## config.mk

```make
export PLATFORM = sky130hd
export DESIGN_NAME = inert_intf_mc
export DESIGN_NICKNAME = d
export VERILOG_FILES = /design/src/rtl/inert_mc_pkg.sv /design/src/rtl/int_sync_edge.sv /design/src/rtl/inert_intf_mc.sv
export SDC_FILE = /design/constraint.sdc
export NUM_CORES = 1
export LEC_CHECK = 0
export ABC_AREA = 1
export BUFFER_PORTS_ARGS = -buffer_cell sky130_fd_sc_hd__buf_2
export CAP_MARGIN = 30
export CORE_UTILIZATION = 52
export DETAILED_ROUTE_END_ITERATION = 10
export HOLD_SLACK_MARGIN = 0.02
export PLACE_DENSITY = 0.76
export SYNTH_ARGS = -nofsm -noshare
export SYNTH_HDL_FRONTEND = slang
export SYNTH_SLANG_ARGS = --single-unit
```

## constraint.sdc

```tcl
create_clock -name clk -period 3.44 [get_ports clk]
set_input_delay 0.172 -clock clk [delete_from_list [all_inputs] [get_ports clk]]
set_output_delay 0.172 -clock clk [all_outputs]
set_load 0.02 [all_outputs]
```

## src/rtl/inert_mc_pkg.sv

```systemverilog
// Shared types and helpers for the multi-channel inertial sensor interface.
// Latency: n/a (package only).
// Backpressure: n/a (package only).
// Contents: FSM state enum, sensor init command table, read-command builder, signed clamp.
package inert_mc_pkg;

  typedef enum logic [1:0] {INIT, WAIT, RD, PUB} state_t;

  localparam int NUM_INIT = 4;

  // Entry [0] is issued first.
  localparam logic [NUM_INIT-1:0][15:0] INIT_CMDS = {16'h1460, 16'h1150, 16'h1053, 16'h0D02};

  // Bit 15 marks a register read; the low byte is the dummy data phase.
  function automatic logic [15:0] rd_cmd(input logic [7:0] addr);
    return {1'b1, addr[6:0], 8'h00};
  endfunction

  // Readings beyond +/-lim are treated as spurious. Exactly +/-lim passes.
  function automatic logic signed [15:0] clamp16(input logic signed [15:0] val,
                                                 input logic signed [15:0] lim,
                                                 input logic               sat);
    logic signed [15:0] neg_lim;
    neg_lim = -lim;
    if (val > lim)     return sat ? lim : 16'sd0;
    if (val < neg_lim) return sat ? neg_lim : 16'sd0;
    return val;
  endfunction

endpackage

```

## src/rtl/int_sync_edge.sv

```systemverilog
// Two-flop synchroniser for an asynchronous level plus a rising-edge pulse.
// Latency: o_rise asserts 2-3 clk cycles after i_async rises.
// Backpressure: none; a single 1-cycle pulse per rising edge.
// Ports: clk, rst (async active-high), i_async (raw level), o_rise (1-cycle pulse).
module int_sync_edge (
  input  logic clk,
  input  logic rst,
  input  logic i_async,
  output logic o_rise
);

  logic r_s1, r_s2, r_s3;

  always_ff @(posedge clk or posedge rst) begin
    if (rst) begin
      r_s1 <= 1'b0;
      r_s2 <= 1'b0;
      r_s3 <= 1'b0;
    end else begin
      r_s1 <= i_async;
      r_s2 <= r_s1;
      r_s3 <= r_s2;
    end
  end

  assign o_rise = r_s2 & ~r_s3;

endmodule

```

## src/rtl/inert_intf_mc.sv

```systemverilog
// Multi-channel inertial sensor front end: init sequence, then per-INT frame reads over an SPI master.
// Latency: one frame = 2*NUM_CH paced SPI reads, then ch_data/vld one cycle after the last read is paced out.
// Backpressure: SPI handshake via spi_wrt/spi_done plus minimum write spacing; INT edges during a frame queue one pending frame.
// Ports: clk, rst, INT (async), spi_done, spi_rd_data[15:0], clr_err -> spi_wrt, spi_cmd[15:0],
//        ch_data[NUM_CH*16-1:0], vld, ovr (sticky overrun), tmo (sticky watchdog).
module inert_intf_mc
  import inert_mc_pkg::*;
#(
  parameter int                  NUM_CH    = 2,
  parameter logic [NUM_CH*8-1:0] ADDR_LIST = {8'h2C, 8'h22},
  parameter int                  INIT_W    = 16,
  parameter int                  GAP_W     = 10,
  parameter int                  TMO_W     = 20,
  parameter bit                  FAST_SIM  = 1'b1,
  parameter logic [15:0]         CLAMP_LIM = 16'h1F00,
  parameter bit                  CLAMP_SAT = 1'b0
) (
  input  logic                   clk,
  input  logic                   rst,
  input  logic                   INT,
  input  logic                   spi_done,
  input  logic [15:0]            spi_rd_data,
  input  logic                   clr_err,
  output logic                   spi_wrt,
  output logic [15:0]            spi_cmd,
  output logic [NUM_CH*16-1:0]   ch_data,
  output logic                   vld,
  output logic                   ovr,
  output logic                   tmo
);

  localparam int NB = 2 * NUM_CH;
  localparam int BW = (NB > 1) ? $clog2(NB) : 1;
  localparam int TW = (INIT_W > GAP_W) ? INIT_W : GAP_W;
  localparam int IW = (NUM_INIT > 1) ? $clog2(NUM_INIT) : 1;

  localparam logic [BW-1:0] LAST      = BW'(NB - 1);
  localparam logic [IW-1:0] INIT_LAST = IW'(NUM_INIT - 1);
  localparam logic [TW-1:0] INIT_DONE = TW'((1 << INIT_W) - 1);

  state_t               r_state, w_state_nxt;
  logic [TW-1:0]        r_timer;
  logic                 r_busy;
  logic                 r_first;      // long power-up wait only applies before the very first command
  logic [IW-1:0]        r_init_idx;
  logic                 r_init_done;
  logic [BW-1:0]        r_byte;
  logic                 r_pend;
  logic [TMO_W-1:0]     r_wd;
  logic [NB-1:0][7:0]   r_shadow;

  logic                 w_int_rise;
  logic                 w_ready;
  logic                 w_init_go;
  logic                 w_wrt;
  logic [15:0]          w_cmd;
  logic                 w_wd_exp;
  logic                 w_in_frame;
  logic [NUM_CH*16-1:0] w_pub;
  logic                 w_unused;

  assign w_unused = ^spi_rd_data[15:8];

  int_sync_edge u_int_sync (
    .clk     (clk),
    .rst     (rst),
    .i_async (INT),
    .o_rise  (w_int_rise)
  );

  // Low byte of channel i/2, high byte sits at the next register address.
  function automatic logic [7:0] byte_addr(input logic [BW-1:0] idx);
    logic [7:0] base;
    base = ADDR_LIST[8*int'(idx >> 1) +: 8];
    return base + {7'd0, idx[0]};
  endfunction

  assign w_ready    = !r_busy && (&r_timer[GAP_W-1:0]);
  assign w_init_go  = r_first ? (r_timer >= INIT_DONE) : w_ready;
  assign w_in_frame = (r_state == RD) || (r_state == PUB);

  always_comb begin
    w_state_nxt = r_state;
    w_wrt       = 1'b0;
    w_cmd       = spi_cmd;
    w_wd_exp    = 1'b0;
    case (r_state)
      INIT: begin
        if (!r_init_done) begin
          if (w_init_go) begin
            w_wrt = 1'b1;
            w_cmd = INIT_CMDS[r_init_idx];
          end
        end else if (w_ready) begin
          w_state_nxt = WAIT;
        end
      end
      WAIT: begin
        if (w_int_rise || r_pend) begin
          w_wrt       = 1'b1;
          w_cmd       = rd_cmd(byte_addr('0));
          w_state_nxt = RD;
        end else if (&r_wd) begin
          w_wd_exp    = 1'b1;
          w_state_nxt = INIT;
        end
      end
      RD: begin
        if (w_ready) begin
          if (r_byte == LAST) begin
            w_state_nxt = PUB;
          end else begin
            w_wrt = 1'b1;
            w_cmd = rd_cmd(byte_addr(BW'(r_byte + 1'b1)));
          end
        end
      end
      PUB:     w_state_nxt = WAIT;
      default: w_state_nxt = INIT;
    endcase
  end

  always_comb begin
    w_pub = '0;
    for (int k = 0; k < NUM_CH; k++) begin
      if (FAST_SIM)
        w_pub[16*k +: 16] = {r_shadow[2*k+1], r_shadow[2*k]};
      else
        w_pub[16*k +: 16] = clamp16($signed({r_shadow[2*k+1], r_shadow[2*k]}),
                                    $signed(CLAMP_LIM), CLAMP_SAT);
    end
  end

  always_ff @(posedge clk or posedge rst) begin
    if (rst) begin
      r_state     <= INIT;
      r_timer     <= '0;
      r_busy      <= 1'b0;
      r_first     <= 1'b1;
      r_init_idx  <= '0;
      r_init_done <= 1'b0;
      r_byte      <= '0;
      r_pend      <= 1'b0;
      r_wd        <= '0;
      r_shadow    <= '0;
      spi_wrt     <= 1'b0;
      spi_cmd     <= '0;
      ch_data     <= '0;
      vld         <= 1'b0;
      ovr         <= 1'b0;
      tmo         <= 1'b0;
    end else begin
      r_state <= w_state_nxt;
      spi_wrt <= w_wrt;

      // Park the byte-0 read command on the bus while waiting for INT.
      if (w_wrt)
        spi_cmd <= w_cmd;
      else if (w_state_nxt == WAIT && r_state != WAIT)
        spi_cmd <= rd_cmd(byte_addr('0));

      // Saturating so a long idle never aliases back into a short gap.
      if (w_wrt)
        r_timer <= '0;
      else if (!(&r_timer))
        r_timer <= r_timer + 1'b1;

      if (w_wrt)
        r_busy <= 1'b1;
      else if (spi_done)
        r_busy <= 1'b0;

      if (r_state == INIT && w_wrt) begin
        r_first <= 1'b0;
        if (r_init_idx == INIT_LAST)
          r_init_done <= 1'b1;
        else
          r_init_idx <= r_init_idx + 1'b1;
      end else if (w_wd_exp) begin
        r_init_idx  <= '0;
        r_init_done <= 1'b0;
      end

      if (r_state == WAIT && w_wrt)
        r_byte <= '0;
      else if (r_state == RD && w_wrt)
        r_byte <= r_byte + 1'b1;

      if (r_state == RD && spi_done)
        r_shadow[r_byte] <= spi_rd_data[7:0];

      if (r_state == WAIT && w_wrt)
        r_pend <= 1'b0;
      else if (w_int_rise && w_in_frame)
        r_pend <= 1'b1;

      if (r_state == WAIT && w_state_nxt == WAIT)
        r_wd <= r_wd + 1'b1;
      else
        r_wd <= '0;

      vld <= (r_state == PUB);
      if (r_state == PUB)
        ch_data <= w_pub;

      // Set has priority over clear.
      if (w_int_rise && w_in_frame)
        ovr <= 1'b1;
      else if (clr_err)
        ovr <= 1'b0;

      if (w_wd_exp)
        tmo <= 1'b1;
      else if (clr_err)
        tmo <= 1'b0;
    end
  end

endmodule

```

After elaboration in Yosys (flattened, before gate mapping)
Index checks and enable logic that the tools add are counted.
{ "totals": {"memories": 0, "mem_bits_rw": 0, "regBits": 133, "mem_bits_ro": 0, "latch_bits": 0} }
{ "op_classes": {"n_shift": 1, "order_cmp": 4, "n_eq_ne": 16, "muxes": 48, "div_mod_pow": 0, "n_bitwise": 2, "addsub": 5, "reduce_logical": 26, "n_mul": 0} }
{ "op_table": {"columns": ["operator", "n"], "rows": [
  ["$mux W16", 10],
  ["$pmux W16 S3", 1],
  ["$bmux W16 S2", 1],
  ["$bwmux W32", 1],
  ["$mux W2", 11],
  ["$add A20 B1 Y20 const B", 1],
  ["$mux W20", 1],
  ["$reduce_and A20 Y1", 1],
  ["$mux W1", 19],
  ["$add A16 B1 Y16 const B", 1],
  ["$demux W8 S2", 1],
  ["$ge A16 B16 Y1 const B", 1],
  ["$reduce_and A16 Y1", 1],
  ["$shiftx A16 B5 Y7 const A", 1],
  ["$ne A3 B3 Y1 const B", 5],
  ["$reduce_bool A2 Y1", 7],
  ["$reduce_and A10 Y1", 1],
  ["$logic_and A1 B1 Y1", 9],
  ["$eq A2 B2 Y1 const B", 4],
  ["$mux W8", 1],
  ["$pmux W2 S4", 1],
  ["$add A7 B1 Y7", 1],
  ["$reduce_and A7 Y1", 1],
  ["$lt A2 B3 Y1 const B", 2],
  ["other kinds (13)", 19]
]} }

Longest topological paths before layout
{ "depth": {"word_depth": 9, "depth_mapped": 15} }

Modules after synthesis
Synthesis repeated with hierarchy kept, for this count alone.
{ "hier_totals": {"hier_cells": 668, "hier_area_um2": 5803.1} }
{ "modules_own_cells": {"columns": ["module", "seq_area_each_um2", "area_per_inst_um2", "cells_each", "n_inst"], "rows": [
  ["inert_intf_mc", 3104.2, 5714.2, 662, 1],
  ["int_sync_edge", 75.1, 88.8, 6, 1]
]} }

Least setup slack after synthesis
No wires, ideal clock.
{ "synth_path": {"path_kind": "register to register", "start": "reg r_wd[0]", "end": "reg spi_cmd[12]", "synth_period_minus_slack_ns": 1.774, "stages_incl_launch_ff": 16, "setup_time_ns": 0.117, "setup_slack_ns": 1.666, "arrival_time_ns": 1.658, "path_cell_list": "dfrtp_1 ha_1 nand2_1 nor2_1 nand2_1 nor2_2 nand3_2 nand2_1 nand2_1 nand2_1 inv_2 nor2_4 nand2_1 buf_4 nand3_1 nand2_1"} }
{ "synth_via": {"elab_chain_cells": 8} }
{ "synth_lines": {"columns": ["element", "line_no", "source"], "rows": [
  ["start: declaration", "inert_intf_mc.sv:49", "logic [TMO_W-1:0] r_wd;"],
  ["start signal: assignment", "inert_intf_mc.sv:198", "r_wd <= r_wd + 1'b1;"],
  ["$reduce_and A20 Y1", "inert_intf_mc.sv:103", "end else if (&r_wd) begin"],
  ["$mux W2", "inert_intf_mc.sv:103", null],
  ["$mux W2", "inert_intf_mc.sv:99", "if (w_int_rise || r_pend) begin"],
  ["$pmux W2 S4", "inert_intf_mc.sv:87", "case (r_state)"],
  ["via w_state_nxt[1]", "inert_intf_mc.sv:41", "state_t r_state, w_state_nxt;"],
  ["$eq A2 B1 Y1", "inert_intf_mc.sv:159", "else if (w_state_nxt == WAIT && r_state != WAIT)"],
  ["$logic_and A1 B1 Y1", "inert_intf_mc.sv:159", null],
  ["$reduce_bool A2 Y1 (no line)", null, null],
  ["$reduce_and A7 Y1 (no line)", null, null],
  ["end signal: assignment", "inert_intf_mc.sv:158", "spi_cmd <= w_cmd;"],
  ["end signal: assignment", "inert_intf_mc.sv:160", "spi_cmd <= rd_cmd(byte_addr('0));"],
  ["end: declaration", "inert_intf_mc.sv:25", "output logic [15:0] spi_cmd,"]
]} }
The timed path passes the listed nets, and every way through them passes these cells.
A chain may end at the register's enable or synchronous reset.

Worst setup path in the final report
{ "layout_path": {"start": "reg r_state[1]", "end": "reg spi_cmd[4]"} }
{ "layout_via": {"elab_chain_cells": 7, "word_cells_on_any_way": 25, "cone_classes": "11 x eq/ne; 10 x mux; 4 x reduce/logical"} }
{ "layout_lines": {"columns": ["element", "line_no", "source"], "rows": [
  ["start: declaration", "inert_intf_mc.sv:41", null],
  ["start signal: assignment", "inert_intf_mc.sv:153", "r_state <= w_state_nxt;"],
  ["$mux W2 (on tied branches)", "inert_intf_mc.sv:110, inert_intf_mc.sv:94, inert_intf_mc.sv:103", null],
  ["$mux W2 (on tied branches)", "inert_intf_mc.sv:109, inert_intf_mc.sv:89, inert_intf_mc.sv:99", null],
  ["$pmux W2 S4", "inert_intf_mc.sv:87", null],
  ["$eq A2 B1 Y1", "inert_intf_mc.sv:159", null],
  ["$logic_and A1 B1 Y1", "inert_intf_mc.sv:159", null],
  ["$reduce_bool A2 Y1 (no line)", null, null],
  ["$reduce_and A7 Y1 (no line)", null, null]
]} }
Parallel ways exist; a longest one is shown, timed or not.

==> impl_metrics.env <==
export IMPL_placementRows=37
export IMPL_die_area_um2=11380
export IMPL_diodes=0
export IMPL_p_per_area_nw_per_um2=502.2
export IMPL_cts_buffers=17
export IMPL_core_um2=10460
export IMPL_die_width_um=106.7
export IMPL_finalSetupViolCount=0
export IMPL_nNetsFinal=769
export IMPL_dr_pass1_iters=5
export IMPL_drv_cap=0
export IMPL_rsz0062_at_grt="false"
export IMPL_io_buffers=60
export IMPL_ys_top_cells_by_count="nand2_1 (218), dfrtp_1 (126), nor2_1 (62), inv_1 (59), o21ai_0 (51)"
export IMPL_syn_cell_area_um2=5698
export IMPL_cts_resized=0
export IMPL_ant_nets=0
export IMPL_hpwl_mm=8.212
export IMPL_antenna_found_initial=0
export IMPL_endpoint_kind="flop"
export IMPL_cts_tree="done"
export IMPL_cts_setup_buffers=0
export IMPL_finClkSkew_ps=6.290
export IMPL_htree_levels=4
export IMPL_synth_top_area_share_pct=55.34
export IMPL_yosysWarningCount=0
export IMPL_start_util_pct=54.46
export IMPL_worstPathArrival_ps=2980
export IMPL_grt_overflow_total=0
export IMPL_postSynthCellCount=661
export IMPL_peakVddDrop_uv=401.7
export IMPL_drtIter0Drc=243
export IMPL_r2r_start="r_state[1]$_DFF_PP0_"
export IMPL_synth_seq_cells=127
export IMPL_die_y_um=106.7
export IMPL_crit_path_start_kind="flop"
export IMPL_hold_viol_final=0
export IMPL_synth_largest_area_cell="dfrtp_1"
export IMPL_via_per_inst=5.222
export IMPL_status="complete, no violations"
export IMPL_clkTransAtPathRegs_ps=60
export IMPL_async_flop_share_pct=100.0
export IMPL_synthFlopType="dfrtp_1"
export IMPL_place_congestion=0.8392
export IMPL_synth_edf_count=0
export IMPL_drc_errors=0
export IMPL_drive_gt1_share_pct=15.78
export IMPL_routed_wl_mm=12.38
export IMPL_period_needed_ps=2512
export IMPL_grt_start_max_net_pins=61
export IMPL_ys_types=38
export IMPL_r2r_cells=8
export IMPL_wl_per_cell_um=14.01
export IMPL_insertion_delay_ps=540
export IMPL_grt_pass1_wl_mm=21.23
export IMPL_vias=4616
export IMPL_worst_slew_pin_slew_ps=682.9
export IMPL_area_growth_syn_to_layout_pct=20.27
export IMPL_fin_util_pct=65.50
export IMPL_synth_avg_cell_area_um2=8.620
export IMPL_track_usage_pct=24.03
export IMPL_fillerInstances=833
export IMPL_ios=73
export IMPL_regToRegEndpoint="spi_cmd[4]$_DFFE_PP0P_"
export IMPL_critPathRequiredTime_ps=3910
export IMPL_hold_class="input pin to async pin"
export IMPL_yosysSeqAreaShare_pct=55.80
export IMPL_rrSetupSlack_ps=930
export IMPL_relSlewSlack_pct=54.48
export IMPL_synth_most_common_cell="nand2_1"
export IMPL_grt_pass1_vias=4636
export IMPL_cts_sinks=127
export IMPL_cts_root_buf="clkbuf_8"
export IMPL_p_leak_nw=3.550
export IMPL_tns_ps=0
export IMPL_cts_hold_buf=12
export IMPL_crit_path_max_fanout=21
export IMPL_whs_ps=86.63
export IMPL_cts_buffer_depth=2
export IMPL_fmaxAchievable_ghz=0.3981
export IMPL_slew_viol_final=0
export IMPL_period_share_pct=73.03
export IMPL_synth_area_leaders="dfrtp_1 (55%), nand2_1 (14%), o21ai_0 (4.5%)"
export IMPL_critical_path_class="flop to flop"
==> worst max-delay path, stage by stage (launching register included) <==
cell and delay (ps):
dfrtp_1 410, ha_1 620, buf_4 380, clkinv_1 140, a21oi_1 170, nand2_1 290
nand2_2 270, nand2_1 80, nand2_1 70
==> cell usage in the layout (no fill, tap or decap), types with 2 or more instances in the layout <==
master / n
inv_6: 2
inv_1: 58
nor2_4: 2
conb_1: 4
nand4_1: 9
clkbuf_16: 16
a21oi_1: 8
clkinvlp_4: 3
buf_2: 60
nor3_1: 8
ha_1: 13
o31ai_1: 2
buf_12: 2
xnor2_1: 4
buf_4: 4
nand2_2: 4
o22ai_1: 2
bufinv_16: 4
nor3b_2: 5
clkbuf_1: 2
clkinv_4: 3
o21ai_1: 2
dfrtp_1: 126
nand2_1: 218
inv_2: 2
nand3_1: 30
clkbuf_8: 2
a211oi_1: 4
nor2_2: 2
o21ai_0: 51
xor2_1: 10
dlygate4sd3_1: 12
nor2_1: 62
==> power breakdown <==
part | internal [W] | switching [W]
Combinational | 0.0000204 | 0.0000444
Sequential | 0.00150 | 0.000000565
Clock | 0.00120 | 0.000678
==> state kept, by name, summed over array words and instances, names as in the netlist, 2 cells and up <==
register	count
spi_cmd	10
r_timer	16
r_init_idx	2
r_wd	20
r_shadow	32
ch_data	32
r_byte	2
r_state	2
==> per-stage QoR <==
step | std cells | power, W | setup slack [ps] | instance area [µm²]
after CTS | 883 | 0.003458 | 907.4 | 6833
final | 884 | 0.003442 | 927.8 | 6853
after global routing | 884 | 0.003537 | 658.5 | 6853
after detailed placement | 839 | 0.001577 | 976.3 | 6093
after floorplan | 664 | 0.001557 | 1666 | 5713
after global placement | 839 | 0.001575 | 1064 | 6093
==> kinds of logic after synthesis <==
family / after synthesis / share of synthesized area, %
AOI/OAI and AO/OA: 73 / 6.961
DFF: 127 / 55.80
buffers and inverters: 88 / 6.544
xor gates and xnor gates: 14 / 2.152
and+or+nand+nor: 345 / 25.63
other: 1 / 0.06581
adders and majority gates: 13 / 2.855
==> final cells by class <==
class / count / area (µm²) / share of cell area [%]
Inverter: 62 / 236.5 / 3.451
Clock buffer: 20 / 435.4 / 6.354
Clock inverter: 12 / 183.9 / 2.684
Timing Repair Buffer: 78 / 490.5 / 7.157
Tap cell: 136 / 170.2 / 2.483
Multi-Input combinational cell: 449 / 2157 / 31.48
Sequential cell: 127 / 3179 / 46.39
==> worst max path at each step <==
stage,from,endpoint,slack (ps),cells past startpoint
2_1_floorplan,r_wd[0]$_DFF_PP0_,spi_cmd[12]$_DFFE_PP0P_,1670,15
3_3_place_gp,r_state[1]$_DFF_PP0_,r_timer[0]$_DFFE_PP0P_,1060,8
3_5_place_dp,r_state[1]$_DFF_PP0_,r_timer[0]$_DFFE_PP0P_,980,8
4_1_cts,r_state[1]$_DFF_PP0_,spi_cmd[12]$_DFFE_PP0P_,910,8
5_1_grt,r_state[1]$_DFF_PP0_,spi_cmd[4]$_DFFE_PP0P_,660,8
6_report,r_state[1]$_DFF_PP0_,spi_cmd[4]$_DFFE_PP0P_,930,8
==> layer usage <==
metal  GRT usage (%)  up-vias  wire length, µm
li1                -     2230                -
met1           28.64     2250             5262
met2           41.47      117             6384
met3           6.201       19              569
met4           9.589        0              165
met5               0        -                0
Power figures use the tool's default switching activity.
